$ cat src/rtl/ctrl_pkg.sv
// rtl/ctrl_pkg.sv - shared state, opcode and writeback-select definitions for the multicycle controller
package ctrl_pkg;

    typedef enum logic [2:0] {
        IDLE   = 3'd0,
        FETCH  = 3'd1,
        DECODE = 3'd2,
        EXEC   = 3'd3,
        MEM    = 3'd4,
        WB     = 3'd5,
        TRAP   = 3'd6
    } state_t;

    localparam logic [6:0] OP_R      = 7'b0110011;
    localparam logic [6:0] OP_I      = 7'b0010011;
    localparam logic [6:0] OP_LOAD   = 7'b0000011;
    localparam logic [6:0] OP_STORE  = 7'b0100011;
    localparam logic [6:0] OP_BRANCH = 7'b1100011;
    localparam logic [6:0] OP_JAL    = 7'b1101111;
    localparam logic [6:0] OP_JALR   = 7'b1100111;
    localparam logic [6:0] OP_AUIPC  = 7'b0010111;

    localparam logic [1:0] WB_ALU  = 2'b00;
    localparam logic [1:0] WB_LOAD = 2'b01;
    localparam logic [1:0] WB_PC   = 2'b10;

    // Per-opcode control word produced by the decoder
    typedef struct packed {
        logic       sel_a;
        logic       sel_b;
        logic [1:0] wb_sel;
        logic       is_load;
        logic       is_store;
        logic       is_branch;
        logic       is_jump;
        logic       reg_wr;
        logic       illegal;
    } dec_t;

endpackage

$ cat src/rtl/ctrl_decoder.sv
// rtl/ctrl_decoder.sv - combinational opcode decoder: mux selects, class flags and illegal detect
module ctrl_decoder
    import ctrl_pkg::*;
(
    input  logic [6:0] opcode_i,
    output dec_t       dec_o
);

    // Map the captured opcode onto its control word; anything unlisted is illegal
    always_comb begin
        dec_o        = '0;
        dec_o.wb_sel = WB_ALU;
        case (opcode_i)
            OP_R: begin
                dec_o.reg_wr = 1'b1;
            end
            OP_I: begin
                dec_o.sel_b  = 1'b1;
                dec_o.reg_wr = 1'b1;
            end
            OP_LOAD: begin
                dec_o.sel_b   = 1'b1;
                dec_o.wb_sel  = WB_LOAD;
                dec_o.is_load = 1'b1;
                dec_o.reg_wr  = 1'b1;
            end
            OP_STORE: begin
                dec_o.sel_b    = 1'b1;
                dec_o.is_store = 1'b1;
            end
            OP_BRANCH: begin
                dec_o.sel_a     = 1'b1;
                dec_o.sel_b     = 1'b1;
                dec_o.is_branch = 1'b1;
            end
            OP_JAL: begin
                dec_o.sel_a   = 1'b1;
                dec_o.sel_b   = 1'b1;
                dec_o.wb_sel  = WB_PC;
                dec_o.is_jump = 1'b1;
                dec_o.reg_wr  = 1'b1;
            end
            OP_JALR: begin
                dec_o.sel_b   = 1'b1;
                dec_o.wb_sel  = WB_PC;
                dec_o.is_jump = 1'b1;
                dec_o.reg_wr  = 1'b1;
            end
            OP_AUIPC: begin
                dec_o.sel_a  = 1'b1;
                dec_o.sel_b  = 1'b1;
                dec_o.reg_wr = 1'b1;
            end
            default: begin
                dec_o.illegal = 1'b1;
            end
        endcase
    end

endmodule

$ cat src/rtl/multicycle_ctrl.sv
// rtl/multicycle_ctrl.sv - RV32I multicycle control FSM; CTRL_TIMEOUT_EN adds a MEM-wait timeout trap
module multicycle_ctrl
    import ctrl_pkg::*;
#(
    parameter int TIMEOUT_CYC = 16
) (
    input  logic        clk,
    input  logic        rst_n,
    input  logic        instr_valid,
    input  logic [31:0] instr,
    input  logic        br_cond,
    input  logic        mem_ready,
    output logic        fetch_req,
    output logic        ir_en,
    output logic        sel_A,
    output logic        sel_B,
    output logic [1:0]  wb_sel,
    output logic        br_taken,
    output logic        mem_rd,
    output logic        mem_wr,
    output logic        reg_wr,
    output logic        pc_en,
    output logic        illegal,
    output logic        bus_err
);

    state_t     state_q, state_d;
    logic [6:0] opcode_q, opcode_d;
    logic       br_q, br_d;
    logic       timeout;
    dec_t       dec;

    // Only the opcode field steers the controller; the rest of the word feeds the datapath
    logic unused_ok;
    assign unused_ok = ^{instr[31:7], TIMEOUT_CYC};

    ctrl_decoder u_decoder (
        .opcode_i (opcode_q),
        .dec_o    (dec)
    );

`ifdef CTRL_TIMEOUT_EN
    localparam int CW = $clog2(TIMEOUT_CYC + 1);

    logic [CW-1:0] cnt_q, cnt_d;

    // The final stalled MEM cycle is the one that brings the count up to TIMEOUT_CYC
    assign timeout = (cnt_q == CW'(TIMEOUT_CYC - 1));

    // Clear on the way into MEM, count every MEM cycle the memory leaves unanswered
    always_comb begin
        cnt_d = cnt_q;
        if (state_q == EXEC) begin
            cnt_d = '0;
        end else if ((state_q == MEM) && !mem_ready) begin
            cnt_d = cnt_q + CW'(1);
        end
    end

    // Timeout counter register
    always_ff @(posedge clk) begin
        if (!rst_n) begin
            cnt_q <= '0;
        end else begin
            cnt_q <= cnt_d;
        end
    end
`else
    assign timeout = 1'b0;
`endif

    // Next-state and output decode; selects are only live in EXEC, MEM and WB
    always_comb begin
        state_d   = state_q;
        opcode_d  = opcode_q;
        br_d      = br_q;
        fetch_req = 1'b0;
        ir_en     = 1'b0;
        sel_A     = 1'b0;
        sel_B     = 1'b0;
        wb_sel    = WB_ALU;
        br_taken  = 1'b0;
        mem_rd    = 1'b0;
        mem_wr    = 1'b0;
        reg_wr    = 1'b0;
        pc_en     = 1'b0;
        illegal   = 1'b0;
        bus_err   = 1'b0;

        if ((state_q == EXEC) || (state_q == MEM) || (state_q == WB)) begin
            sel_A    = dec.sel_a;
            sel_B    = dec.sel_b;
            wb_sel   = dec.wb_sel;
            br_taken = dec.is_jump |
                       ((state_q == EXEC) ? (dec.is_branch & br_cond) : br_q);
        end

        case (state_q)
            IDLE: begin
                state_d = FETCH;
            end
            FETCH: begin
                fetch_req = 1'b1;
                if (instr_valid) begin
                    ir_en    = 1'b1;
                    opcode_d = instr[6:0];
                    state_d  = DECODE;
                end
            end
            DECODE: begin
                if (dec.illegal) begin
                    illegal = 1'b1;
                    state_d = FETCH;
                end else begin
                    state_d = EXEC;
                end
            end
            EXEC: begin
                br_d    = dec.is_branch & br_cond;
                state_d = (dec.is_load || dec.is_store) ? MEM : WB;
            end
            MEM: begin
                mem_rd = dec.is_load;
                mem_wr = dec.is_store;
                if (mem_ready) begin
                    state_d = WB;
                end else if (timeout) begin
                    state_d = TRAP;
                end
            end
            WB: begin
                pc_en   = 1'b1;
                reg_wr  = dec.reg_wr;
                state_d = FETCH;
            end
            TRAP: begin
                bus_err = 1'b1;
            end
            default: begin
                state_d = IDLE;
            end
        endcase
    end

    // State, captured opcode and latched branch decision
    always_ff @(posedge clk) begin
        if (!rst_n) begin
            state_q  <= IDLE;
            opcode_q <= '0;
            br_q     <= 1'b0;
        end else begin
            state_q  <= state_d;
            opcode_q <= opcode_d;
            br_q     <= br_d;
        end
    end

endmodule

$ cat config.mk
export PLATFORM = sky130hd
export DESIGN_NAME = multicycle_ctrl
export DESIGN_NICKNAME = d
export VERILOG_FILES = /design/src/rtl/ctrl_pkg.sv /design/src/rtl/ctrl_decoder.sv /design/src/rtl/multicycle_ctrl.sv
export SDC_FILE = /design/constraint.sdc
export NUM_CORES = 1
export LEC_CHECK = 0
export BUFFER_PORTS_ARGS = -buffer_cell sky130_fd_sc_hd__buf_2
export CAP_MARGIN = 15
export CORE_UTILIZATION = 39
export CTS_BUF_LIST = sky130_fd_sc_hd__clkbuf_16
export CTS_CLUSTER_SIZE = 10
export DETAILED_ROUTE_END_ITERATION = 6
export PLACE_DENSITY = 0.83
export SLEW_MARGIN = 20
export SYNTH_ARGS = -nofsm -noshare
export SYNTH_HDL_FRONTEND = slang
export SYNTH_SLANG_ARGS = --single-unit
$ cat constraint.sdc
create_clock -name clk -period 1.6 [get_ports clk]
set_clock_uncertainty 0.1 [all_clocks]
set_input_delay 0.16 -clock clk [delete_from_list [all_inputs] [get_ports clk]]
set_output_delay 0.16 -clock clk [all_outputs]
set_load 0.1 [all_outputs]
==> results.sh, run 1 <==
export IMPL_drt_initial_drc_count=23
export IMPL_setup_slack_ns=-0.229
export IMPL_crit_path_start_kind="register"
export IMPL_ant_nets=0
export IMPL_worstSetupPathType="reg2out"
export IMPL_cap_viol_max_count=0
export IMPL_fin_crit_sh_pct=114
export IMPL_dp_hpwl_um=1470
export IMPL_worstPathArrival_ns=1.57
export IMPL_first_global_vias=851
export IMPL_cts_root_buf="clkbuf_16"
export IMPL_crit_fanout=4
export IMPL_nNetsFinal=161
export IMPL_wl_um=2830
export IMPL_endpoint_kind="output port"
export IMPL_cts_hold_buf=0
export IMPL_track_usage_pct=29.6
export IMPL_path_cells="and4bb_4 > nand4_1 > a31oi_4 > buf_12"
export IMPL_rsz0062_at_grt="yes"
export IMPL_clk_pin_slew_ns=0.04
export IMPL_hold_viol_final=0
export IMPL_status="finished, violations left"
export IMPL_postLayoutCellArea_um2=1470
export IMPL_drc=0
export IMPL_tightest_slew_ns=0.361
export IMPL_die_y_um=44.6
export IMPL_cellPowerDensity_nw_per_um2=666
export IMPL_holdWs_ns=0.0847
export IMPL_num_vias=833
export IMPL_drv_slew=0
export IMPL_p_leak_nw=0.560
export IMPL_slowest_stage="and4bb_4"
export IMPL_clk_path_buf_depth=2
export IMPL_diodes=0
export IMPL_nFillCells=75
export IMPL_violations="setup timing"
export IMPL_synth_edff_count=0
export IMPL_period_minus_slack_ns=1.83
export IMPL_synth_distinct_cells=32
export IMPL_final_common_cell="buf_4"
export IMPL_async_flop_share_pct=0
export IMPL_cts_inserted_buffers=3
export IMPL_synth_seq_cells=11
export IMPL_vdd_drop_max_v=0.000795
export IMPL_gp_congestion=0.882
export IMPL_final_cells=148
export IMPL_clk_latency_ns=0.24
export IMPL_grt_pass1_wl_um=4150
export IMPL_worstPathRequired_ns=1.34
export IMPL_dp_cells=134
export IMPL_drive_above_1_share_pct=66.7
export IMPL_max_stage_delay_ns=0.38
export IMPL_grt_max_degree=14
export IMPL_cts_tree="done"
export IMPL_row_count=15
export IMPL_mostFrequentLayoutCells="15 x buf_4, 13 x buf_12, 11 x buf_2"
export IMPL_die_w_um=44.6
export IMPL_syn_inst=80
export IMPL_setup_viol=9
export IMPL_slew_headroom_pct=75.8
export IMPL_syn_nets=117
export IMPL_viasPerCell=5.63
export IMPL_ios=50
export IMPL_max_freq_ghz=0.547
export IMPL_yosys_warnings=0
export IMPL_fin_total_pwr_mw=0.981
export IMPL_synth_avg_cell_area_um2=8.84
export IMPL_hold_class="in2reg"
export IMPL_die_area_um2=1990
export IMPL_clkSinkCount=11
export IMPL_core_area_um2=1710
export IMPL_area_growth_syn_to_layout_pct=108
export IMPL_wl_per_cell_um=19.1
export IMPL_antenna_found_initial=0
export IMPL_synth_area_um2=707
export IMPL_first_pass_iters=4
export IMPL_synth_ff_type="dfxtp_1"
export IMPL_yosysSeqAreaShare_pct=31.2
export IMPL_io_buffer_count=24
export IMPL_initial_core_util_pct=41.4
export IMPL_postPlaceCellArea_um2=1240
export IMPL_h_tree_depth=1
export IMPL_overflow=0
==> worst max-delay path: cells and delay by family (launching register included) <==
kind,cells,cell delay (ns)
AND/OR/NAND/NOR,2,0.58
flip-flops,1,0.34
buffers and inverters,1,0.19
AO/OA/AOI/OAI,1,0.21
==> report_power, final <==
group	switching [mW]	internal (mW)	leakage, nW	total (mW)
Clock	0.133	0.332	0.0409	0.465
Sequential	0.0221	0.286	0.0950	0.308
Combinational	0.110	0.0987	0.424	0.208
Total	0.265	0.716	0.560	0.981
==> registers in the layout (all words and copies together) (netlist names) <==
name / flops
state_q: 3
br_q: 1
opcode_q: 7
==> metrics by stage <==
stage / setup TNS, ns / util (%) / setup WS [ns]
final: -1.49 / 86.3 / -0.229
after global routing: -1.82 / 86.3 / -0.250
after CTS: -1.24 / 83.5 / -0.201
after detailed placement: -0.0677 / 72.4 / -0.0419
after global placement: -0.00522 / 72.4 / -0.00522
after floorplan: -1.86 / - / -0.536
==> timing repair <==
action	4_1_cts	5_1_grt
resized for setup	19	8
gates cloned	0	0
pin swaps	10	9
buffers inserted	7	3
endpoints found under the setup margin	11	16
==> path summary, 6_finish.rpt <==
check,startpoint,end,slack [ns],depth (start not counted)
hold reg to reg,opcode_q[1],opcode_q[1],0.47,2
setup reg to reg,state_q[1],opcode_q[0],0,6
hold / removal,instr[1],opcode_q[1],0.08,3
setup / recovery,opcode_q[2],br_taken,-0.23,4
==> logic make-up (layout without fill, tap and decap cells) <==
group / count (synthesis) / after routing / synth area share [%]
AND/OR/NAND/NOR: 41 / 41 / 39.6
AO/OA/AOI/OAI: 14 / 14 / 13.1
flip-flops: 11 / 11 / 31.2
multiplexers: 8 / 8 / 11.3
buffers and inverters: 6 / 49 / 4.78
==> cells in the mapped netlist, types with 2 or more instances <==
| cell | number | area [um2] |
|---|---|---|
| o21ai_0 | 4 | 20.0 |
| and3_1 | 2 | 12.5 |
| nor3b_1 | 2 | 15.0 |
| nand2b_1 | 2 | 12.5 |
| nor2b_1 | 8 | 50.1 |
| a21boi_0 | 3 | 22.5 |
| dfxtp_1 | 11 | 220 |
| a21oi_1 | 2 | 10.0 |
| and4b_1 | 2 | 20.0 |
| nand4_1 | 2 | 12.5 |
| nor2_1 | 4 | 15.0 |
| and3b_1 | 4 | 35.0 |
| nand2_1 | 6 | 22.5 |
| mux2i_1 | 8 | 80.1 |
| buf_2 | 3 | 15.0 |
==> layer usage <==
| metal | global-route usage [%] | vias up | wire length, um | share of wire, % |
|---|---|---|---|---|
| met1 | 37.7 | 414 | 1230 | 43 |
| met4 | 11.5 | 0 | 10 | 0.35 |
| li1 | - | 381 | - | - |
| met5 | 0 | - | 0 | 0 |
| met3 | 5.71 | 2 | 129 | 4.6 |
| met2 | 49.1 | 36 | 1470 | 52 |
==> area by class of cell <==
type | instances | area [um2] | area share (%)
Tap cell | 25 | 31.3 | 2.12
Inverter | 1 | 3.75 | 0.255
Clock buffer | 3 | 75.1 | 5.09
Timing Repair Buffer | 44 | 488 | 33.1
Sequential cell | 11 | 241 | 16.4
Multi-Input combinational cell | 63 | 629 | 42.7
Clock inverter | 1 | 5.00 | 0.340
Note: power is estimated with default switching activity, not from simulation.
==> run 2, diff against run 1 <==
- CORE_UTILIZATION: 39 -> 41
- CTS_BUF_LIST: sky130_fd_sc_hd__clkbuf_16 -> sky130_fd_sc_hd__clkbuf_8
- PLACE_DENSITY: 0.83 -> 0.86
==> run 2 against run 1 <==
Net effect: the flow finishes with violations (DRC, setup timing); count of clock-buffer cells in the layout unchanged; sequential power down 1%; sequential share of layout area up 0.36 points; total power down 19%; design area down 2.6%; fmax down 1.5%; sequential cell count unchanged.
==> results.sh, run 2 (same netlist as run 1, synthesis figures left out) <==
export IMPL_h_tree_depth=1
export IMPL_track_usage_pct=31.9
export IMPL_die_area_um2=1890
export IMPL_cellPowerDensity_nw_per_um2=553
export IMPL_gp_congestion=0.826
export IMPL_clkSinkCount=11
export IMPL_cts_tree="done"
export IMPL_area_growth_syn_to_layout_pct=103
export IMPL_mostFrequentLayoutCells="14 x buf_12, 13 x buf_4, 11 x buf_2"
export IMPL_hold_class="in2reg"
export IMPL_cap_viol_max_count=0
export IMPL_die_w_um=43.5
export IMPL_wl_per_cell_um=20.6
export IMPL_grt_pass1_wl_um=4270
export IMPL_slowest_stage="dfxtp_4"
export IMPL_antenna_found_initial=0
export IMPL_whs_path_depth=3
export IMPL_cts_inserted_buffers=3
export IMPL_slew_headroom_pct=81.0
export IMPL_viasPerCell=6.28
export IMPL_worstPathArrival_ns=1.60
export IMPL_place_ws_ns=-0.0792
export IMPL_endpoint_kind="output port"
export IMPL_cts_hold_buf=0
export IMPL_pwr_share_seq_pct=38.3
export IMPL_clockPowerShare_pct=35.9
export IMPL_rsz0062_at_grt="yes"
export IMPL_drc=2
export IMPL_r2r_cells=6
export IMPL_period_minus_slack_ns=1.86
export IMPL_first_pass_iters=6
export IMPL_initial_core_util_pct=45.3
export IMPL_clk_path_buf_depth=2
export IMPL_timing_rr_end="opcode_q[3]"
export IMPL_reg_largest_list="opcode_q x7, state_q x3, br_q x1"
export IMPL_tightest_slew_ns=0.278
export IMPL_setup_slack_ns=-0.257
export IMPL_max_stage_delay_ns=0.37
export IMPL_max_freq_ghz=0.539
export IMPL_io_buffer_count=24
export IMPL_worstSetupPathType="reg2out"
export IMPL_violations="DRC, setup timing"
export IMPL_grt_max_degree=14
export IMPL_ant_nets=0
export IMPL_drive_above_1_share_pct=65.3
export IMPL_drt_initial_drc_count=47
export IMPL_row_count=14
export IMPL_hold_path_end="opcode_q[2]"
export IMPL_postPlaceCellArea_um2=1220
export IMPL_path_cells="and4bb_4 > nand4_1 > a31oi_4 > buf_12"
export IMPL_diodes=0
export IMPL_crit_fanout=6
export IMPL_top_register="opcode_q"
export IMPL_dp_hpwl_um=1510
export IMPL_worstPathRequired_ns=1.34
export IMPL_clk_latency_ns=0.24
export IMPL_dp_cells=125
export IMPL_num_vias=860
export IMPL_switching_share_pct=31.0
export IMPL_reg2reg_slack_ns=0.02
export IMPL_drv_slew=0
export IMPL_wl_um=2830
export IMPL_crit_path_start_kind="register"
export IMPL_vdd_drop_max_v=0.000505
export IMPL_r2r_start="state_q[1]"
export IMPL_core_area_um2=1560
export IMPL_hold_viol_final=0
export IMPL_internal_power_mw=0.548
export IMPL_largest_reg_flops=7
export IMPL_setup_viol=9
export IMPL_final_cells=137
export IMPL_p_comb_share_pct=25.8
export IMPL_postLayoutCellArea_um2=1440
export IMPL_fin_tns_setup_ns=-1.57
export IMPL_fin_total_pwr_mw=0.794
export IMPL_overflow=0
export IMPL_clk_pin_slew_ns=0.05
export IMPL_worstHoldStart="instr[2]"
export IMPL_fin_crit_sh_pct=116
export IMPL_switchingPower_mw=0.246
export IMPL_cts_root_buf="clkbuf_8"
export IMPL_holdWs_ns=0.0919
export IMPL_nNetsFinal=159
export IMPL_ios=50
export IMPL_final_common_cell="buf_12"
export IMPL_p_leak_nw=0.543
export IMPL_fin_util_pct=92.1
export IMPL_die_y_um=43.5
export IMPL_first_global_vias=811
export IMPL_status="finished, violations left"
## run 2: cell count changes in the layout (fill, tap and decap cells not counted), sizes merged
cell,change
buf,-2
clkinv,-1
inv,+1
## run 2: power groups by stage
stage | Clock, mW | Sequential [mW] | Combinational (mW)
floorplan | 0 | 0.303 | 0.121
global placement | 0 | 0.307 | 0.167
detailed placement | 0 | 0.309 | 0.172
CTS | 0.286 | 0.303 | 0.191
global route | 0.297 | 0.306 | 0.212
finish | 0.285 | 0.304 | 0.205
## run 2: worst max-delay path, delay by kind of cell, from the launching register on
| family | cells | cell delay [ns] |
|---|---|---|
| AO/OA/AOI/OAI | 1 | 0.22 |
| flip-flops | 1 | 0.37 |
| AND/OR/NAND/NOR | 2 | 0.57 |
| buffers and inverters | 1 | 0.19 |
## run 2: how the worst max path moves through the flow
stage | to | depth (start not counted) | start | slack (ns)
after detailed placement | sel_A | 4 | opcode_q[4] | -0.08
after CTS | mem_wr | 4 | opcode_q[3] | -0.22
after floorplan | mem_wr | 3 | opcode_q[3] | -0.54
final | br_taken | 4 | opcode_q[3] | -0.26
after global routing | mem_wr | 4 | opcode_q[2] | -0.28
after global placement | sel_A | 4 | opcode_q[6] | -0.005
## run 2: timing repair
item                                    4_1_cts  5_1_grt
endpoints found under the setup margin       10       13
gates resized for setup                      19       11
buffers inserted                              6        2
pin swaps                                     9        4
## run 2: area by class of cell
type	count	area [um2]
inverters	1	3.75
flip-flops and latches	11	240
repair buffers	42	478
clock inverters	1	3.75
fillers	52	124
clock buffers	3	41.3
well taps	16	20.0
multi-input cells	63	648
## run 2: per-layer routing
metal	routed length [um]	GRT usage [%]	share of wire (%)
met5	0	0	0
met4	89	15.6	3.1
met3	190	4.17	6.7
met1	1080	39.0	38
met2	1460	54.8	52
==> run 3, diff against run 2 <==
- TNS_END_PERCENT: unset -> 30
==> run 3 against run 2 <==
Net effect: the run still ends with DRC, setup timing left; sequential cell count unchanged; non-clock buffer count up 1; global-route usage is 2.8 points lower; sequential share of layout area shrank 0.41 points; combinational power about the same; sequential power hardly changed; utilization fell by 0.64 points; routed wire length fell by 3.3%; design area shrank 0.70%; clock power up 2%; fmax is 0.22% higher; critical path depth unchanged.
==> results.sh, run 3 (same netlist as run 1, synthesis figures left out) <==
export IMPL_worstPathArrival_ns=1.59
export IMPL_clk_pin_slew_ns=0.06
export IMPL_fin_tns_setup_ns=-1.73
export IMPL_first_global_vias=850
export IMPL_slew_headroom_pct=77.2
export IMPL_dp_cells=131
export IMPL_drt_initial_drc_count=20
export IMPL_drc=4
export IMPL_r2r_start="state_q[1]"
export IMPL_cts_inserted_buffers=3
export IMPL_die_area_um2=1890
export IMPL_fin_crit_sh_pct=116
export IMPL_max_stage_delay_ns=0.36
export IMPL_max_freq_ghz=0.540
export IMPL_diodes=0
export IMPL_io_buffer_count=24
export IMPL_core_area_um2=1560
export IMPL_num_vias=836
export IMPL_regArea_um2=233
export IMPL_largest_reg_flops=7
export IMPL_wl_per_cell_um=19.8
export IMPL_p_leak_nw=0.534
export IMPL_cap_viol_max_count=0
export IMPL_setup_viol=10
export IMPL_vdd_drop_max_v=0.000726
export IMPL_fin_total_pwr_mw=0.801
export IMPL_grt_max_degree=14
export IMPL_grt_busiest_layer="met2"
export IMPL_place_ws_ns=-0.0905
export IMPL_reg2reg_slack_ns=0.01
export IMPL_initial_core_util_pct=45.3
export IMPL_holdWs_ns=0.0702
export IMPL_h_tree_depth=1
export IMPL_die_y_um=43.5
export IMPL_cellPowerDensity_nw_per_um2=562
export IMPL_nFillCells=56
export IMPL_ios=50
export IMPL_status="finished, violations left"
export IMPL_drive_above_1_share_pct=67.2
export IMPL_first_pass_iters=6
export IMPL_top_register="opcode_q"
export IMPL_clk_path_buf_depth=2
export IMPL_crit_path_start_kind="register"
export IMPL_viasPerCell=6.06
export IMPL_mostFrequentLayoutCells="14 x buf_12, 13 x buf_4, 11 x buf_2"
export IMPL_multi_input_area_um2=633
export IMPL_ant_nets=0
export IMPL_row_count=14
export IMPL_worstPathRequired_ns=1.34
export IMPL_violations="DRC, setup timing"
export IMPL_crit_buf_inv=1
export IMPL_hold_viol_final=0
export IMPL_clk_latency_ns=0.25
export IMPL_worstSetupPathType="reg2out"
export IMPL_grt_use_met2_pct=52.7
export IMPL_endpoint_kind="output port"
export IMPL_nNetsFinal=160
export IMPL_cp_num_cells=4
export IMPL_slowest_stage="a211o_1"
export IMPL_postPlaceCellArea_um2=1250
export IMPL_postLayoutCellArea_um2=1430
export IMPL_crit_family="compound AO/OA/AOI/OAI gates"
export IMPL_area_growth_syn_to_layout_pct=102
export IMPL_dp_hpwl_um=1540
export IMPL_cts_root_buf="clkbuf_8"
export IMPL_grtUsageMet1_pct=32.1
export IMPL_crit_fanout=6
export IMPL_die_w_um=43.5
export IMPL_tightest_slew_ns=0.341
export IMPL_grt_util_met3_pct=5.83
export IMPL_final_cells=138
export IMPL_antenna_found_initial=0
export IMPL_grt_pass1_wl_um=3930
export IMPL_crit_end="reg_wr"
export IMPL_final_common_cell="buf_12"
export IMPL_cts_tree="done"
export IMPL_clkSinkCount=11
export IMPL_path_cells="nand4bb_1 > a211o_1 > a21boi_4 > buf_12"
export IMPL_fin_util_pct=91.4
export IMPL_setup_slack_ns=-0.252
export IMPL_drv_slew=0
export IMPL_timing_rr_end="state_q[1]"
export IMPL_rsz0062_at_grt="yes"
export IMPL_reg_largest_list="opcode_q x7, state_q x3, br_q x1"
export IMPL_track_usage_pct=29.1
export IMPL_overflow=0
export IMPL_period_minus_slack_ns=1.85
export IMPL_gp_congestion=0.841
export IMPL_wl_um=2730
export IMPL_hold_class="in2reg"
export IMPL_r2r_cells=5
export IMPL_startpoint="opcode_q[3]"
## run 3: cell types whose count changed in the layout (fill, tap and decap cells not counted), moves of 2 or more
cell and delta:
nand2_4 -2, dfxtp_2 +6, and3b_1 +2, and3b_2 -2, nor3b_2 +2, dfxtp_4 -4
dfxtp_1 -2
## run 3: worst min path at each step
stage,startpoint,end,cells after the start
after floorplan,rst_n,state_q[1],2
after global placement,instr[4],opcode_q[4],3
after detailed placement,instr[3],opcode_q[3],3
after CTS,instr[3],opcode_q[3],3
after global routing,instr[3],opcode_q[3],3
final,instr[3],opcode_q[3],3
## run 3: cell type report
cell class / count / area share, %
Inverter: 1 / 0.263
Timing Repair Buffer: 43 / 34.3
Clock buffer: 3 / 2.90
Tap cell: 16 / 1.40
Multi-Input combinational cell: 63 / 44.4
Clock inverter: 1 / 0.351
Sequential cell: 11 / 16.3
## run 3: repair_timing
item	CTS	global route
hold buffers	0	0
gates cloned	0	0
endpoints found under the hold margin	0	0
setup endpoints to repair	10	10
setup buffers	1	2
gates resized for setup	22	10
pin swaps	4	7
## run 3: per-layer routing
metal	wire length, um	part of all wire, %	vias to the layer above
met5	0	0	-
met4	80	2.9	0
met3	140	5.1	12
met2	1420	52	42
met1	1090	40	401
li1	-	-	381
## run 3: worst reg2reg max path: cells and delay by family (launching register included)
family / cells / cell delay [ns]
buffers and inverters: 2 / 0.31
and+or+nand+nor: 1 / 0.21
AOI/OAI and AO/OA: 2 / 0.44
DFF: 1 / 0.38
## run 3: report_power, final
part / switching, mW / internal [mW]
logic: 0.110 / 0.0946
registers: 0.0184 / 0.288
clock network: 0.118 / 0.172
